===== src/rtl/mips_pkg.sv =====
// Shared MIPS core definitions: datapath width, reset PC, NOP encoding,
// instruction field positions and fetch-stage state encoding.
package mips_pkg;

    localparam int unsigned DATA_WIDTH   = 32;
    localparam int unsigned OPCODE_MSB   = 31;
    localparam int unsigned OPCODE_LSB   = 26;
    localparam int unsigned OPCODE_W     = OPCODE_MSB - OPCODE_LSB + 1;
    localparam int unsigned JUMP_INDEX_W = 26;
    localparam int unsigned PC_UPPER_W   = 4;

    localparam logic [DATA_WIDTH-1:0] PC_RESET = 32'h0040_0000;
    localparam logic [DATA_WIDTH-1:0] NOP      = 32'h0000_0000;

    typedef enum logic [1:0] {
        FETCH = 2'd0,
        HOLD  = 2'd1,
        DROP  = 2'd2
    } fetchStateT;

    // J-type target: upper PC bits of the delay-slot address, word index, byte offset zero.
    function automatic logic [DATA_WIDTH-1:0] jumpTarget(
        input logic [PC_UPPER_W-1:0]   pcUpper,
        input logic [JUMP_INDEX_W-1:0] index
    );
        return {pcUpper, index, 2'b00};
    endfunction

endpackage


===== src/rtl/if_id_register.sv =====
// IF/ID pipeline register: instruction, its PC+4 and a valid flag.
// Flush has priority over load; hold when neither is asserted.
import mips_pkg::*;

module if_id_register #(
    parameter logic [DATA_WIDTH-1:0] NOP_INSTR = NOP
) (
    input  logic                  clk,
    input  logic                  reset,
    input  logic                  load,
    input  logic                  flush,
    input  logic [DATA_WIDTH-1:0] nextInstr,
    input  logic [DATA_WIDTH-1:0] nextPcPlus4,
    output logic [DATA_WIDTH-1:0] instr,
    output logic [DATA_WIDTH-1:0] pcPlus4,
    output logic                  valid
);

    // Pipeline register with bubble injection on flush.
    always_ff @(posedge clk or negedge reset) begin
        if (!reset) begin
            instr   <= NOP_INSTR;
            pcPlus4 <= '0;
            valid   <= 1'b0;
        end else if (flush) begin
            instr   <= NOP_INSTR;
            pcPlus4 <= '0;
            valid   <= 1'b0;
        end else if (load) begin
            instr   <= nextInstr;
            pcPlus4 <= nextPcPlus4;
            valid   <= 1'b1;
        end
    end

endmodule


===== src/rtl/if_fetch_stage.sv =====
// Instruction fetch stage: owns the PC, runs the imem req/ready handshake,
// absorbs wait states and stalls via a one-entry skid, redirects on jump or
// taken branch, and feeds the IF/ID register.
import mips_pkg::*;

module if_fetch_stage #(
    parameter logic [DATA_WIDTH-1:0] PC_RESET = mips_pkg::PC_RESET,
    parameter logic [DATA_WIDTH-1:0] NOP      = mips_pkg::NOP
) (
    input  logic                  clk,
    input  logic                  reset,
    output logic                  imem_req,
    output logic [DATA_WIDTH-1:0] imem_addr,
    input  logic                  imem_ready,
    input  logic [DATA_WIDTH-1:0] imem_rdata,
    input  logic                  stall,
    input  logic                  jump,
    input  logic                  branch_taken,
    input  logic [DATA_WIDTH-1:0] branch_target,
    output logic [DATA_WIDTH-1:0] if_id_instr,
    output logic [DATA_WIDTH-1:0] if_id_pc_plus4,
    output logic                  if_id_valid,
    output logic [OPCODE_W-1:0]   opcode
);

    fetchStateT            state;
    logic [DATA_WIDTH-1:0] pc;
    logic [DATA_WIDTH-1:0] pcPlus4;
    logic [DATA_WIDTH-1:0] dropAddr;
    logic [DATA_WIDTH-1:0] skidInstr;
    logic [DATA_WIDTH-1:0] skidPcPlus4;

    logic                  redirect;
    logic [DATA_WIDTH-1:0] redirectTarget;

    logic                  ifIdLoad;
    logic                  ifIdFlush;
    logic [DATA_WIDTH-1:0] ifIdNextInstr;
    logic [DATA_WIDTH-1:0] ifIdNextPcPlus4;

    assign pcPlus4  = pc + DATA_WIDTH'(4);
    assign redirect = jump | branch_taken;

    // Jump has priority over a simultaneously taken branch.
    assign redirectTarget = jump
        ? jumpTarget(if_id_pc_plus4[DATA_WIDTH-1 -: PC_UPPER_W], if_id_instr[JUMP_INDEX_W-1:0])
        : branch_target;

    // Request is idle only while the skid is full; forced low while in reset.
    assign imem_req  = reset && (state != HOLD);
    // A dropped request keeps its original address until memory answers.
    assign imem_addr = (state == DROP) ? dropAddr : pc;
    assign opcode    = if_id_instr[OPCODE_MSB:OPCODE_LSB];

    // IF/ID control: redirect flushes, otherwise load from memory or skid.
    always_comb begin
        ifIdLoad        = 1'b0;
        ifIdFlush       = 1'b0;
        ifIdNextInstr   = imem_rdata;
        ifIdNextPcPlus4 = pcPlus4;
        if (redirect) begin
            ifIdFlush = 1'b1;
        end else begin
            case (state)
                FETCH: begin
                    if (!stall) begin
                        if (imem_ready) begin
                            ifIdLoad = 1'b1;
                        end else begin
                            ifIdFlush = 1'b1;
                        end
                    end
                end
                HOLD: begin
                    if (!stall) begin
                        ifIdLoad        = 1'b1;
                        ifIdNextInstr   = skidInstr;
                        ifIdNextPcPlus4 = skidPcPlus4;
                    end
                end
                DROP: begin
                end
                default: begin
                end
            endcase
        end
    end

    // Fetch FSM with PC, skid entry and dropped-request address.
    always_ff @(posedge clk or negedge reset) begin
        if (!reset) begin
            state       <= FETCH;
            pc          <= PC_RESET;
            dropAddr    <= PC_RESET;
            skidInstr   <= NOP;
            skidPcPlus4 <= '0;
        end else begin
            case (state)
                FETCH: begin
                    if (redirect) begin
                        pc <= redirectTarget;
                        if (!imem_ready) begin
                            dropAddr <= pc;
                            state    <= DROP;
                        end
                    end else if (imem_ready) begin
                        pc <= pcPlus4;
                        if (stall) begin
                            skidInstr   <= imem_rdata;
                            skidPcPlus4 <= pcPlus4;
                            state       <= HOLD;
                        end
                    end
                end
                HOLD: begin
                    if (redirect) begin
                        pc    <= redirectTarget;
                        state <= FETCH;
                    end else if (!stall) begin
                        state <= FETCH;
                    end
                end
                DROP: begin
                    if (redirect) begin
                        pc <= redirectTarget;
                    end
                    if (imem_ready) begin
                        state <= FETCH;
                    end
                end
                default: begin
                    state <= FETCH;
                end
            endcase
        end
    end

    if_id_register #(
        .NOP_INSTR (NOP)
    ) u_if_id_register (
        .clk         (clk),
        .reset       (reset),
        .load        (ifIdLoad),
        .flush       (ifIdFlush),
        .nextInstr   (ifIdNextInstr),
        .nextPcPlus4 (ifIdNextPcPlus4),
        .instr       (if_id_instr),
        .pcPlus4     (if_id_pc_plus4),
        .valid       (if_id_valid)
    );

endmodule


===== config.mk =====
export PLATFORM = sky130hd
export DESIGN_NAME = if_fetch_stage
export DESIGN_NICKNAME = d
export VERILOG_FILES = /design/src/rtl/mips_pkg.sv /design/src/rtl/if_id_register.sv /design/src/rtl/if_fetch_stage.sv
export SDC_FILE = /design/constraint.sdc
export NUM_CORES = 1
export LEC_CHECK = 0
export BUFFER_PORTS_ARGS = -buffer_cell sky130_fd_sc_hd__buf_2
export CAP_MARGIN = 30
export CORE_MARGIN = 3
export CORE_UTILIZATION = 56
export CTS_BUF_LIST = sky130_fd_sc_hd__clkbuf_16
export DETAILED_ROUTE_END_ITERATION = 8
export PLACE_DENSITY = 0.77
export SYNTH_ARGS = -nofsm -noshare
export SYNTH_HDL_FRONTEND = slang
export SYNTH_SLANG_ARGS = --single-unit
export TNS_END_PERCENT = 1

===== constraint.sdc =====
create_clock -name clk -period 2.7 [get_ports clk]
set_clock_uncertainty 0.2 [all_clocks]
set_input_delay 0.27 -clock clk [delete_from_list [all_inputs] [get_ports clk]]
set_output_delay 0.27 -clock clk [all_outputs]
set_load 0.05 [all_outputs]

**Word level (Yosys, flattened, before mapping)**

Cells that the tools add are included.

- Bits of input ports: 70
- Register bits: 195
- Word-level logic and storage cells: 65

- Reductions and logical operators: 9
- Equality and inequality tests: 9
- Bitwise logic cells: 3
- Add/subtract/negate cells: 1
- Mux-type cells: 35

Operators with widths:

| kind | number |
|---|---|
| $mux W32 | 15 |
| $pmux W32 S2 | 1 |
| $add A32 B3 Y32 const B | 1 |
| $mux W2 | 7 |
| $ne A3 B3 Y1 const B | 4 |
| $mux W1 | 10 |
| $reduce_and A3 Y1 | 3 |
| $pmux W2 S3 | 1 |
| $reduce_and A5 Y1 | 1 |
| $ne A2 B1 Y1 const B | 2 |
| $reduce_bool A2 Y1 | 2 |
| $eq A2 B1 Y1 const B | 1 |
| $eq A2 B2 Y1 const B | 1 |
| $logic_not A2 Y1 | 1 |
| $ne A2 B2 Y1 const B | 1 |
| $not A1 Y1 | 2 |
| $pmux W1 S2 | 1 |
| $reduce_or A2 Y1 | 1 |
| $logic_and A1 B1 Y1 | 1 |
| $or A1 B1 Y1 | 1 |

**Longest topological paths before layout**

Gate-level depths: netlist (run 1).

- Depth after elaboration: 6
- Gate-level depth with buffers: 9

**Cells and area by module**

Synthesis (run 1) repeated with hierarchy kept, for this count alone.

- Cells, all modules: 1,038
- Area total of the unflattened synthesis: 10,259.8 µm²

Modules (own cells, without submodules):

| module | instances | seq. area each (µm²) | cells an instance | area an instance (µm²) |
|---|---|---|---|---|
| if_fetch_stage | 1 | 3,255.6 | 829 | 7,622.3 |
| if_id_register | 1 | 1,626.6 | 209 | 2,637.5 |

**Least setup slack after synthesis (run 1)**

OpenSTA, ideal clock, no wires.

- Path type: reg2out
- From: reg state[0]
- To: out imem_addr[15]
- Cell stages (with the launch flop): 6
- Setup slack: 94 ps
- Arrival time: 2,136 ps
- Path through: dfrtp_1 inv_1 ha_1 clkbuf_1 clkbuf_1 o21ai_0

- Longest elaborated chain between the ends: 2

RTL lines:

| element | RTL line | RTL |
|---|---|---|
| start, declared | if_fetch_stage.sv:26 | `fetchStateT state;` |
| start signal, assigned | if_fetch_stage.sv:92 | `state <= FETCH;` |
| start signal, assigned | if_fetch_stage.sv:104 | `state <= DROP;` |
| start signal, assigned | if_fetch_stage.sv:111 | `state <= HOLD;` |
| $eq A2 B2 Y1 | if_fetch_stage.sv:52 | `assign imem_addr = (state == DROP) ? dropAddr : pc;` |
| $mux W32 | if_fetch_stage.sv:52 |  |
| end, declared | if_fetch_stage.sv:13 | `output logic [DATA_WIDTH-1:0] imem_addr,` |

No other way between the ends.

**Worst setup path in the final report (run 1)**

- From: reg state[0]
- To: out imem_addr[9]

Same word-level chain as after synthesis.

==> results by group, run 1 <==
Outcome
  • Result of the run: finished, final reports clean

Critical path
  • Type of the worst setup path: reg2out
  • Arrival time worst endpoint: ~2100 ps
  • Data required, critical path: 2230 ps
  • End point of the critical path: imem_addr[9]
  • Critical Path Slowest Stage Cell: mux2_2
  • Sequence of cells on the critical path: inv_1 -> ha_1 -> buf_4 -> mux2_2 -> buf_2
  • End of the worst register-to-register path: pc[9]
  • Setup crit start kind: flop
  • Depth of the critical timing path with buffers and inverters included: 5
  • Critical Path Sink Type: output pin
  • Worst-path maximum fanout: 30
  • Number of cells on the worst reg-to-reg path: 7
  • Worst reg2reg startpoint: state[0]
  • Family with the most delay on the worst path: buffers and inverters
  • Beginning of the critical path: state[0]
  • Setup slack on the worst flop-to-flop path: 170 ps
  • WP buf/inv: 3
  • CP peak stage delay: 410 ps

CTS
  • Depth of the CTS H-tree: 4
  • Maximum root-to-sink buffer count: 2
  • Total clock buffers created by CTS: 17
  • Clock-pin slew on the worst setup and hold paths: around 70 ps
  • Clock tree from TritonCTS: yes
  • Clock latency reported for the late side of the worst-skew pair: 440 ps
  • Postcts setup bufs: 0
  • TritonCTS Sinks: between 150 and 200
  • Root cell of the clock tree: clkbuf_16

Floorplanning
  • Die outline height: around 140 microns
  • Effective utilization at floorplan: around three fifths
  • Row Count: 47
  • Area of the die: between 15000 and 20000 sq um
  • DIE WIDTH: 138.5 microns
  • Std-Cell Core Area: about 17000 sq um
  • I/O pin count: 174

Timing
  • Setup tns final: 0 ps
  • Part of the cycle the worst path needs: 95.74%
  • Setup repair after global routing missed its margin: no
  • Achievable clock frequency: roughly 390 MHz
  • Transition time of the tightest slew-check pin: ~900 ps
  • Time the final worst path needs with I/O delays and setup: ~2600 ps
  • Final number of setup-violating endpoints: 0
  • Hold Fails Final Rpt: 0
  • Number of max-slew violations in the final report: 0
  • Relative slew slack: between 40% and 50%

Final layout
  • Post-route cell area: between 10000 and 15000 sq um
  • Layout net count: between 1000 and 1500
  • Layout cells sized above 1: 29.60%
  • Area overhead of the layout relative to synthesis: 20.51%
  • Ant diodes: 0
  • Fill cell count: ~1300

Global route
  • Met3 Usage GRT: under 10%
  • Overall track demand over capacity in global routing: between 20% and 30%
  • Met2 Usage GRT: 44.71%
  • Overflow left after global routing: 0
  • Via count of the first global-routing pass: around 8000
  • Global routing met1 resource utilization: around two fifths
  • Initial antenna violation count: 1
  • Wire length of the first global-routing pass: around 44 mm
  • Most used routing layer in global routing: met2
  • Largest net degree at the start of global routing: 108

Detailed routing
  • Starting DRC count in detailed routing: 736
  • DRC errors left: 0
  • Post-DR vias/cell: between 5 and 6
  • DRT Pass-1 Iters: 5
  • Per-cell routed wire length: slightly below 20 microns
  • Final wirelength: approximately 27 mm
  • ANT nets after route: 0
  • Total vias in the final route: a little over 8000

Power and ir drop
  • Power per standard cell area: 1110 nW/um^2
  • Worst voltage drop across the vdd grid: 0.5888 mV
  • Leak pwr: about 5.7 nW

Synthesis
  • Xor and xnor fraction of the mapped netlist area: ~2.1%
  • Synth top area share: 49.12%
  • Share of flip-flops with an asynchronous set or reset after synthesis: 100.0%
  • Most used standard cell by instance count after synthesis: dfrtp_1
  • Nets in the synthesized netlist: approximately 1100
  • Number of flops mapped to enable cells by yosys: 0
  • Most frequent cells after synthesis: dfrtp_1 (193), o21ai_0 (132), nand2_1 (124), mux2_2 (94), nor2_1 (53)
  • Post-synthesis cell type with the largest combined area: dfrtp_1
  • Predominant post-synthesis flop cell: dfrtp_1
  • Average cell area after synthesis: ~10 sq um
  • #FFs+latches synth: 195
  • Cell count after synthesis: between 900 and 1000
  • Cell types occupying the most area after synthesis: dfrtp_1 (49%), mux2_2 (11%), o21ai_0 (6.7%), nand2_1 (4.7%), mux2i_1 (3.8%)
  • Synth warn: 0
  • Synth Area in Compound Gates: about 15%
  • Sequential-to-total area share from yosys stat: about half
  • Unique masters post-synth: 60
  • Fraction of the mapped netlist area in simple logic gates: about 14%
  • Synth Area in Adders: less than 1%
  • Mux cell area share after synthesis: between 10% and 20%
  • Cell area after synthesis: 9833 sq um
  • Dominant combinational cell family by area after synthesis: compound AO/OA/AOI/OAI gates

Place
  • RD Place Congestion: between 1 and 1.5
  • Standard cell area after detailed placement: roughly 11000 sq um
  • HPWL reported at the end of detailed placement: ~19 mm
  • Port Buf Inserts: between 150 and 200

Flow run
  • Count of max-cap constraint violations: 0

Hold path
  • Type of the tightest min-delay check: in2reg
[kinds of logic (layout without fill, tap and decap cells)]
group                      Yosys count  in the layout
and+or+nand+nor                    282            282
AOI/OAI and AO/OA                  250            250
DFF                                195            195
muxes                              131            131
buffers and inverters               95            283
xor gates and xnor gates            24             24
adders and majority gates            4              4
[tightest hold or removal path, stage by stage]
cell and delay (ps):
buf_2 150, a31oi_1 120, o21ai_0 70
[metal layers]
| metal | routed length, microns | up-vias |
|---|---|---|
| li1 | - | 3834 |
| met3 | 2083 | 37 |
| met2 | 12640 | 321 |
| met5 | 7 | - |
| met1 | 11790 | 4058 |
| met4 | 448 | 2 |
[power breakdown]
part / total, W / switching [W] / internal, W
registers: 0.00479 / 0.000852 / 0.00394
logic: 0.00578 / 0.00373 / 0.00205
clock network: 0.00258 / 0.00113 / 0.00145
[repair_timing]
action,in CTS,in global routing
gates resized for setup,0,1
endpoints found under the setup margin,0,2
hold endpoints to repair,120,0
hold buffers,35,0
[through the flow]
step | utilization, % | hold WS, ps | power [W] | worst slack [ps] | cells
global route | 70.21 | 60.94 | 0.01386 | 11.65 | 1389
detailed placement | 64.58 | 79.99 | 0.01050 | 130.3 | 1322
CTS | 70.18 | 5.761 | 0.01312 | 119.0 | 1389
global placement | 64.58 | 82.71 | 0.01031 | 211.8 | 1322
finish | 70.21 | 20.69 | 0.01315 | 115.1 | 1389
floorplan | - | -225.6 | 0.008969 | 93.77 | 981
[worst min-delay path by stage]
stage                   endpoint  slack, ps  cells past startpoint         start
detailed placement  skidInstr[5]         80                      1         reset
finish                     pc[0]         20                      3  branch_taken
global route               pc[0]         60                      3  branch_taken
global placement    skidInstr[5]         80                      1         reset
floorplan            dropAddr[0]       -230                      0         reset
CTS                        pc[0]          6                      3  branch_taken
[flip-flops by register name, summed over array words and instances, names as in the netlist]
register,flops
u_if_id_register.valid,1
dropAddr,32
skidPcPlus4,32
u_if_id_register.pcPlus4,32
state,2
skidInstr,32
pc,32
u_if_id_register.instr,32
[area by class of cell]
type / count / area [sq um] / area share (%)
Clock buffer: 17 / 425.4 / 3.590
Clock inverter: 15 / 168.9 / 1.425
Inverter: 12 / 45.04 / 0.3801
Multi-Input combinational cell: 691 / 4546 / 38.36
Sequential cell: 195 / 4882 / 41.20
Tap cell: 220 / 275.3 / 2.323
Timing Repair Buffer: 239 / 1508 / 12.72
[cells in the final DEF (no fill, tap or decap), types with 4 or more instances in the layout]
master / instances
o31ai_1: 4
a31oi_1: 5
dlygate4sd3_1: 35
nor2_1: 50
clkbuf_16: 17
a2bb2oi_1: 10
nand2b_1: 4
a21oi_1: 42
nand4_1: 13
mux2_2: 94
a32oi_1: 7
a211oi_1: 5
buf_2: 172
a311oi_1: 4
nand2_1: 123
and3_1: 10
a22oi_1: 8
xor2_1: 10
buf_4: 27
o21ai_0: 132
o211ai_1: 4
buf_12: 4
and4_1: 4
nor3_1: 21
a21o_1: 6
mux2i_1: 37
and2_1: 6
nor2b_1: 8
inv_1: 15
ha_1: 4
o21ai_1: 5
dfrtp_1: 193
xnor2_1: 14
nor4_1: 4
clkinv_4: 4
nand3_1: 17
(Power assumes the default switching activity.)
==> run 2, diff against run 1 <==
--- a/config.mk
+++ b/config.mk
@@ -12,6 +12,8 @@
 export CTS_BUF_LIST = sky130_fd_sc_hd__clkbuf_16
 export DETAILED_ROUTE_END_ITERATION = 8
 export PLACE_DENSITY = 0.77
+export REMOVE_ABC_BUFFERS = 1
+export SKIP_LAST_GASP = 1
 export SYNTH_ARGS = -nofsm -noshare
 export SYNTH_HDL_FRONTEND = slang
 export SYNTH_SLANG_ARGS = --single-unit
==> results by group, run 2 (synthesis gave the netlist of run 1 again) <==
Critical path
  • Sequence of cells on the critical path: inv_1 -> ha_1 -> buf_4 -> mux2_2 -> buf_2
  • CP peak stage delay: 430 ps (+20 ps)
  • Setup crit start kind: flop
  • Worst reg2reg startpoint: state[0]
  • Data required, critical path: 2230 ps (about the same)
  • Setup slack on the worst flop-to-flop path: 180 ps (about the same)
  • Type of the worst setup path: reg2out
  • Worst-path maximum fanout: 30 (unchanged)
  • Number of cells on the worst reg-to-reg path: 7 (unchanged)
  • Critical Path Slowest Stage Cell: mux2_2
  • Critical Path Sink Type: output pin
  • Arrival time worst endpoint: 2160 ps (+50 ps)
  • End of the worst register-to-register path: pc[15]

Timing
  • Hold Fails Final Rpt: 0 (unchanged)
  • Time the final worst path needs with I/O delays and setup: 2633 ps (+48.17 ps)
  • Setup tns final: 0 ps (unchanged)
  • Worst hold-check slack: 22.97 ps (+2.274 ps)
  • Setup repair after global routing missed its margin: no
  • Achievable clock frequency: 379.8 MHz (-1.8%)
  • Transition time of the tightest slew-check pin: 807.4 ps (-73.82 ps)
  • Number of max-slew violations in the final report: 0 (unchanged)
  • Part of the cycle the worst path needs: 97.52% (+1.8 points)
  • Relative slew slack: 46.18% (+5.1 points)
  • Final number of setup-violating endpoints: 0 (unchanged)

Detailed routing
  • DRC errors left: 0 (unchanged)
  • Post-DR vias/cell: 6.003 (+1.0%)
  • Per-cell routed wire length: 19.39 microns (-0.16%)
  • DRT Pass-1 Iters: 5 (unchanged)
  • Total vias in the final route: 8398 (+1.8%)
  • ANT nets after route: 0 (unchanged)
  • Starting DRC count in detailed routing: 801 (+8.8%)
  • Final wirelength: 27.12 mm (+0.56%)

Global route
  • Met2 Usage GRT: 44.81% (+0.10 points)
  • Overall track demand over capacity in global routing: 28.24% (+0.088 points)
  • Overflow left after global routing: 0 (unchanged)
  • Most used routing layer in global routing: met2
  • Largest net degree at the start of global routing: 143 (+32%)
  • Global routing met1 resource utilization: 39.89% (+1.2 points)
  • Initial antenna violation count: 1 (unchanged)
  • Wire length of the first global-routing pass: 43.81 mm (+0.62%)
  • Met3 Usage GRT: 6.285% (-1.9 points)
  • Via count of the first global-routing pass: 8200 (+2.5%)

CTS
  • Depth of the CTS H-tree: 4 (unchanged)
  • Root cell of the clock tree: clkbuf_16
  • Cts repair resizes: 0 (unchanged)
  • Maximum root-to-sink buffer count: 2 (unchanged)
  • Clock-pin slew on the worst setup and hold paths: 70 ps (about the same)
  • Total clock buffers created by CTS: 17 (unchanged)
  • TritonCTS Sinks: 195 (unchanged)
  • Clock tree from TritonCTS: yes
  • Clock latency reported for the late side of the worst-skew pair: 440 ps (about the same)

Final layout
  • Area overhead of the layout relative to synthesis: 20.65%
  • Utilization after layout: 70.29% (+0.082 points)
  • Ant diodes: 0 (unchanged)
  • Highest-count cells in the layout ignoring fill and taps: dfrtp_1 (193), buf_2 (172), o21ai_0 (132)
  • Layout cells sized above 1: 29.94% (+0.34 points)
  • Fill cell count: 1269 (+1.0%)
  • Sequential Area: 4882 sq um (unchanged)
  • Most common library cell in the layout ignoring fill and taps: dfrtp_1
  • Post-route cell area: 11860 sq um (+0.12%)
  • Area of combinational cells with multiple inputs: 4549 sq um (about the same)
  • Layout net count: 1241 (+0.89%)

Floorplanning
  • Die outline height: 138.5 microns (unchanged)
  • Effective utilization at floorplan: 58.26% (unchanged)
  • Std-Cell Core Area: 16880 sq um (unchanged)
  • DIE WIDTH: 138.5 microns (unchanged)
  • Area of the die: 19190 sq um (unchanged)
  • I/O pin count: 174 (unchanged)
  • Row Count: 47 (unchanged)

Power and ir drop
  • Total chip power: 0.01296 W (-1.5%)
  • Leak pwr: 5.723 nW (about the same)
  • Power per standard cell area: 1092 nW/um^2 (-1.6%)
  • Worst voltage drop across the vdd grid: 0.6075 mV (+3.2%)

Hold path
  • Worst min-delay path endpoint: state[0]
  • Hold path startpoint: stall
  • Hold Path Depth: 3 (unchanged)
  • Type of the tightest min-delay check: in2reg

Outcome
  • Result of the run: finished, final reports clean

Place
  • RD Place Congestion: 0.9267 (-11%)
  • Standard cell area after detailed placement: 10990 sq um (+0.80%)
  • HPWL reported at the end of detailed placement: 18.50 mm (-0.52%)
  • Port Buf Inserts: 173 (unchanged)

Flow run
  • Count of max-cap constraint violations: 0 (unchanged)
==> run 2: cell types whose count changed in the layout (fill, tap and decap cells not counted), moves of 2 or more <==
cell	delta
nor2_2	-2
nor2_4	+2
bufinv_16	-2
clkinv_1	+3
buf_4	+12
clkinv_4	-2
buf_12	-2
==> run 2: area by class of cell <==
| class | count | area share, % |
|---|---|---|
| Inverter | 12 | 0.3797 |
| Multi-Input combinational cell | 691 | 38.35 |
| Clock buffer | 17 | 3.586 |
| Timing Repair Buffer | 250 | 13.36 |
| Tap cell | 220 | 2.320 |
| Sequential cell | 195 | 41.15 |
| Clock inverter | 14 | 0.8542 |
==> run 2: repair_timing <==
action / CTS / global route
hold buffers: 35 / 0
hold endpoints to repair: 259 / 0
buffers inserted: 0 / 0
==> run 2: worst max path at each step <==
stage / end / from / slack, ps
finish: imem_addr[12] / state[0] / 70
CTS: imem_addr[12] / state[0] / 50
global route: imem_addr[12] / state[0] / 5
floorplan: skidInstr[0] / state[0] / -1360
detailed placement: pc[10] / state[0] / 220
global placement: u_if_id_register.pcPlus4[6] / state[0] / 210
==> run 2: power breakdown <==
part	internal (W)	total, W	switching (W)
Clock	0.00124	0.00233	0.00109
Combinational	0.00210	0.00584	0.00373
Sequential	0.00394	0.00479	0.000852
==> run 2: critical path: cells and delay by family, from the launching register on <==
kind / cells / cell delay (ps)
buffers and inverters: 3 / 710
muxes: 1 / 430
DFF: 1 / 400
adders and majority gates: 1 / 170
==> run 2: metrics by stage <==
stage | std cells | setup slack (ps)
finish | 1399 | 66.96
global route | 1399 | 4.976
CTS | 1399 | 51.49
detailed placement | 1333 | 215.7
global placement | 1332 | 213.6
floorplan | 898 | -1360
==> run 2: routing by layer <==
layer,wire length (microns),share of wire [%]
met1,11730,43
met2,12850,47
met3,2085,7.7
met4,446,1.6
met5,7,0.026
==> run 3, diff against run 2 <==
--- a/config.mk
+++ b/config.mk
@@ -8,13 +8,16 @@
 export BUFFER_PORTS_ARGS = -buffer_cell sky130_fd_sc_hd__buf_2
 export CAP_MARGIN = 30
 export CORE_MARGIN = 3
-export CORE_UTILIZATION = 56
+export CORE_UTILIZATION = 57
 export CTS_BUF_LIST = sky130_fd_sc_hd__clkbuf_16
 export DETAILED_ROUTE_END_ITERATION = 8
-export PLACE_DENSITY = 0.77
+export PLACE_DENSITY = 0.78
 export REMOVE_ABC_BUFFERS = 1
+export SETUP_SLACK_MARGIN = 0.2
 export SKIP_LAST_GASP = 1
+export SLEW_MARGIN = 20
 export SYNTH_ARGS = -nofsm -noshare
 export SYNTH_HDL_FRONTEND = slang
+export SYNTH_HIERARCHICAL = 1
 export SYNTH_SLANG_ARGS = --single-unit
 export TNS_END_PERCENT = 1
==> results by group, run 3 <==
Global route
  • Initial antenna violation count: 1 (unchanged)
  • Overall track demand over capacity in global routing: 27.47% (-0.77 points)
  • Via count of the first global-routing pass: 8436 (+2.9%)
  • Largest net degree at the start of global routing: 86 (-40%)
  • Wire length of the first global-routing pass: 43.55 mm (-0.58%)
  • Overflow left after global routing: 0 (unchanged)

CTS
  • Clock tree from TritonCTS: yes
  • TritonCTS Sinks: 195 (unchanged)
  • Clock-pin slew on the worst setup and hold paths: 70 ps (about the same)
  • Total clock buffers created by CTS: 17 (unchanged)
  • Depth of the CTS H-tree: 4 (unchanged)
  • Maximum root-to-sink buffer count: 2 (unchanged)
  • Root cell of the clock tree: clkbuf_16
  • Clock latency reported for the late side of the worst-skew pair: 430 ps (about the same)

Critical path
  • Critical Path Slowest Stage Cell: dfrtp_1
  • WP buf/inv: 3 (unchanged)
  • Family with the most delay on the worst path: buffers and inverters
  • Data required, critical path: 2230 ps (about the same)
  • Worst-path maximum fanout: 27 (-10%)
  • Sequence of cells on the critical path: inv_1 -> ha_2 -> buf_8 -> mux2_2 -> buf_2
  • CP peak stage delay: 430 ps (about the same)
  • Setup crit start kind: flop
  • Arrival time worst endpoint: 2020 ps (-140 ps)
  • Type of the worst setup path: reg2out
  • Critical Path Sink Type: output pin

Place
  • Setup slack after placement: 90.79 ps (-124.9 ps)
  • Port Buf Inserts: 173 (unchanged)
  • HPWL reported at the end of detailed placement: 17.57 mm (-5.0%)
  • RD Place Congestion: 0.9340 (+0.79%)
  • Standard cell area after detailed placement: 11370 sq um (+3.5%)

Detailed routing
  • Per-cell routed wire length: 18.32 microns (-5.5%)
  • Final wirelength: 26.81 mm (-1.2%)
  • ANT nets after route: 0 (unchanged)
  • Post-DR vias/cell: 5.764 (-4.0%)
  • DRT Pass-1 Iters: 5 (unchanged)
  • Total vias in the final route: 8433 (+0.42%)
  • Starting DRC count in detailed routing: 528 (-34%)
  • DRC errors left: 0 (unchanged)

Synthesis
  • Synth top area share: 47.07% (-2.0 points)
  • Number of flops mapped to enable cells by yosys: 0 (unchanged)
  • Post-synthesis cell type with the largest combined area: dfrtp_1
  • Cell area after synthesis: 10260 sq um (+4.3%)
  • #FFs+latches synth: 195 (unchanged)
  • Predominant post-synthesis flop cell: dfrtp_1
  • Cell types occupying the most area after synthesis: dfrtp_1 (47%), mux2_2 (11%), mux2i_1 (7.1%), nand2_1 (6.3%), nor2_1 (4.2%)
  • Most frequent cells after synthesis: dfrtp_1 (193), nand2_1 (172), nor2_1 (114), mux2_2 (104), mux2i_1 (73)
  • Share of flip-flops with an asynchronous set or reset after synthesis: 100.0% (unchanged)
  • Cell count after synthesis: 1038 (+5.8%)
  • Unique masters post-synth: 53 (-12%)
  • Sequential-to-total area share from yosys stat: 47.59% (-2.1 points)
  • Most used standard cell by instance count after synthesis: dfrtp_1
  • Synth warn: 6 (+6)
  • Average cell area after synthesis: 9.884 sq um (-1.4%)

Timing
  • Time the final worst path needs with I/O delays and setup: 2490 ps (-142.9 ps)
  • Setup repair after global routing missed its margin: yes
  • Hold Fails Final Rpt: 0 (unchanged)
  • Final number of setup-violating endpoints: 0 (unchanged)
  • Transition time of the tightest slew-check pin: 638.6 ps (-168.8 ps)
  • Part of the cycle the worst path needs: 92.23% (-5.3 points)
  • Post-route worst setup slack: 209.8 ps (+142.9 ps)
  • Worst hold-check slack: 43.89 ps (+20.92 ps)
  • Achievable clock frequency: 401.6 MHz (+5.7%)
  • Relative slew slack: 57.43% (+11 points)
  • Number of max-slew violations in the final report: 0 (unchanged)

Floorplanning
  • Row Count: 48 (+2.1%)
  • Effective utilization at floorplan: 58.71% (+0.44 points)
  • Area of the die: 19650 sq um (+2.4%)
  • I/O pin count: 174 (unchanged)
  • Std-Cell Core Area: 17480 sq um (+3.6%)
  • DIE WIDTH: 140.2 microns (+1.2%)
  • Die outline height: 140.2 microns (+1.2%)

Final layout
  • Area overhead of the layout relative to synthesis: 21.45%
  • Most common library cell in the layout ignoring fill and taps: dfrtp_1
  • Layout net count: 1300 (+4.8%)
  • Area of combinational cells with multiple inputs: 4952 sq um (+8.9%)
  • Sequential Area: 4888 sq um (+0.13%)
  • Layout cells sized above 1: 31.02% (+1.1 points)
  • Highest-count cells in the layout ignoring fill and taps: dfrtp_1 (188), nand2_1 (172), buf_2 (172)
  • Ant diodes: 0 (unchanged)
  • Post-route cell area: 12460 sq um (+5.0%)
  • Fill cell count: 1288 (+1.5%)

Power and ir drop
  • Total chip power: 0.01281 W (-1.1%)
  • Leak pwr: 5.838 nW (+2.0%)
  • Power per standard cell area: 1028 nW/um^2 (-5.9%)
  • Worst voltage drop across the vdd grid: 0.6896 mV (+14%)

Hold path
  • Type of the tightest min-delay check: in2reg

Flow run
  • Count of max-cap constraint violations: 0 (unchanged)

Outcome
  • Result of the run: finished, final reports clean
[run 3: report_power, final]
part	total (W)	switching, W	internal, W	leakage (nW)
combinational	0.00553	0.00347	0.00206	3.01
sequential	0.00466	0.000763	0.00389	2.52
clock	0.00263	0.00110	0.00153	0.309
[run 3: worst paths after layout]
path                                  startpoint                            to  slack [ps]  cells past startpoint
worst max-delay path                    state[0]                 imem_addr[12]         210                      5
worst min-delay path            branch_target[6]                         pc[6]          40                      5
worst max register to register            pc[11]  u_if_id_register/pcPlus4[21]         210                      7
worst min register to register     skidInstr[28]                 skidInstr[28]         270                      2
max in group asynchronous                  reset                         pc[5]        1410                      3
min in group asynchronous                  reset               skidPcPlus4[27]         100                      2
[run 3: worst reg2reg max path: cells and delay by family (launching register included)]
| family | cells | cell delay [ps] |
|---|---|---|
| XOR/XNOR | 1 | 160 |
| AO/OA/AOI/OAI | 1 | 90 |
| multiplexers | 1 | 200 |
| AND/OR/NAND/NOR | 4 | 1270 |
| flip-flops | 1 | 440 |
[run 3: layout make-up]
type                    count  area share (%)
clock inverters            14           1.396
repair buffers            258           13.63
clock buffers              17           3.414
multi-input cells         743           39.74
flip-flops and latches    195           39.23
well taps                 225           2.259
inverters                  11          0.3314
[run 3: metal layers]
metal / GRT usage (%) / up-vias / part of all wire (%)
li1: - / 3939 / -
met1: 38.70 / 4166 / 44
met2: 43.47 / 284 / 47
met3: 5.087 / 42 / 6.5
met4: 8.720 / 2 / 2.2
met5: 0 / - / 0.048
[run 3: logic make-up (layout without fill, tap and decap cells)]
| group | count (synthesis) | count (layout) | share of synthesized area, % |
|---|---|---|---|
| DFF | 195 | 195 | 47.59 |
| AOI/OAI and AO/OA | 170 | 170 | 9.878 |
| and+or+nand+nor | 364 | 364 | 16.02 |
| buffers and inverters | 100 | 300 | 5.097 |
| muxes | 177 | 177 | 18.54 |
| adders and majority gates | 4 | 4 | 0.4878 |
| xor gates and xnor gates | 28 | 28 | 2.390 |
[run 3: stage by stage]
step	utilization [%]	cells	setup TNS (ps)
floorplan	-	949	-468000
global placement	65.08	1386	0
detailed placement	65.08	1386	0
CTS	70.61	1453	0
global route	71.30	1463	0
finish	71.30	1463	0
[run 3: repair_timing]
item | CTS | global route
hold buffers | 36 | 0
setup buffers | 0 | 10
endpoints found under the setup margin | 25 | 56
pin swaps | 0 | 4
resized for setup | 1 | 12
endpoints found under the hold margin | 228 | 0
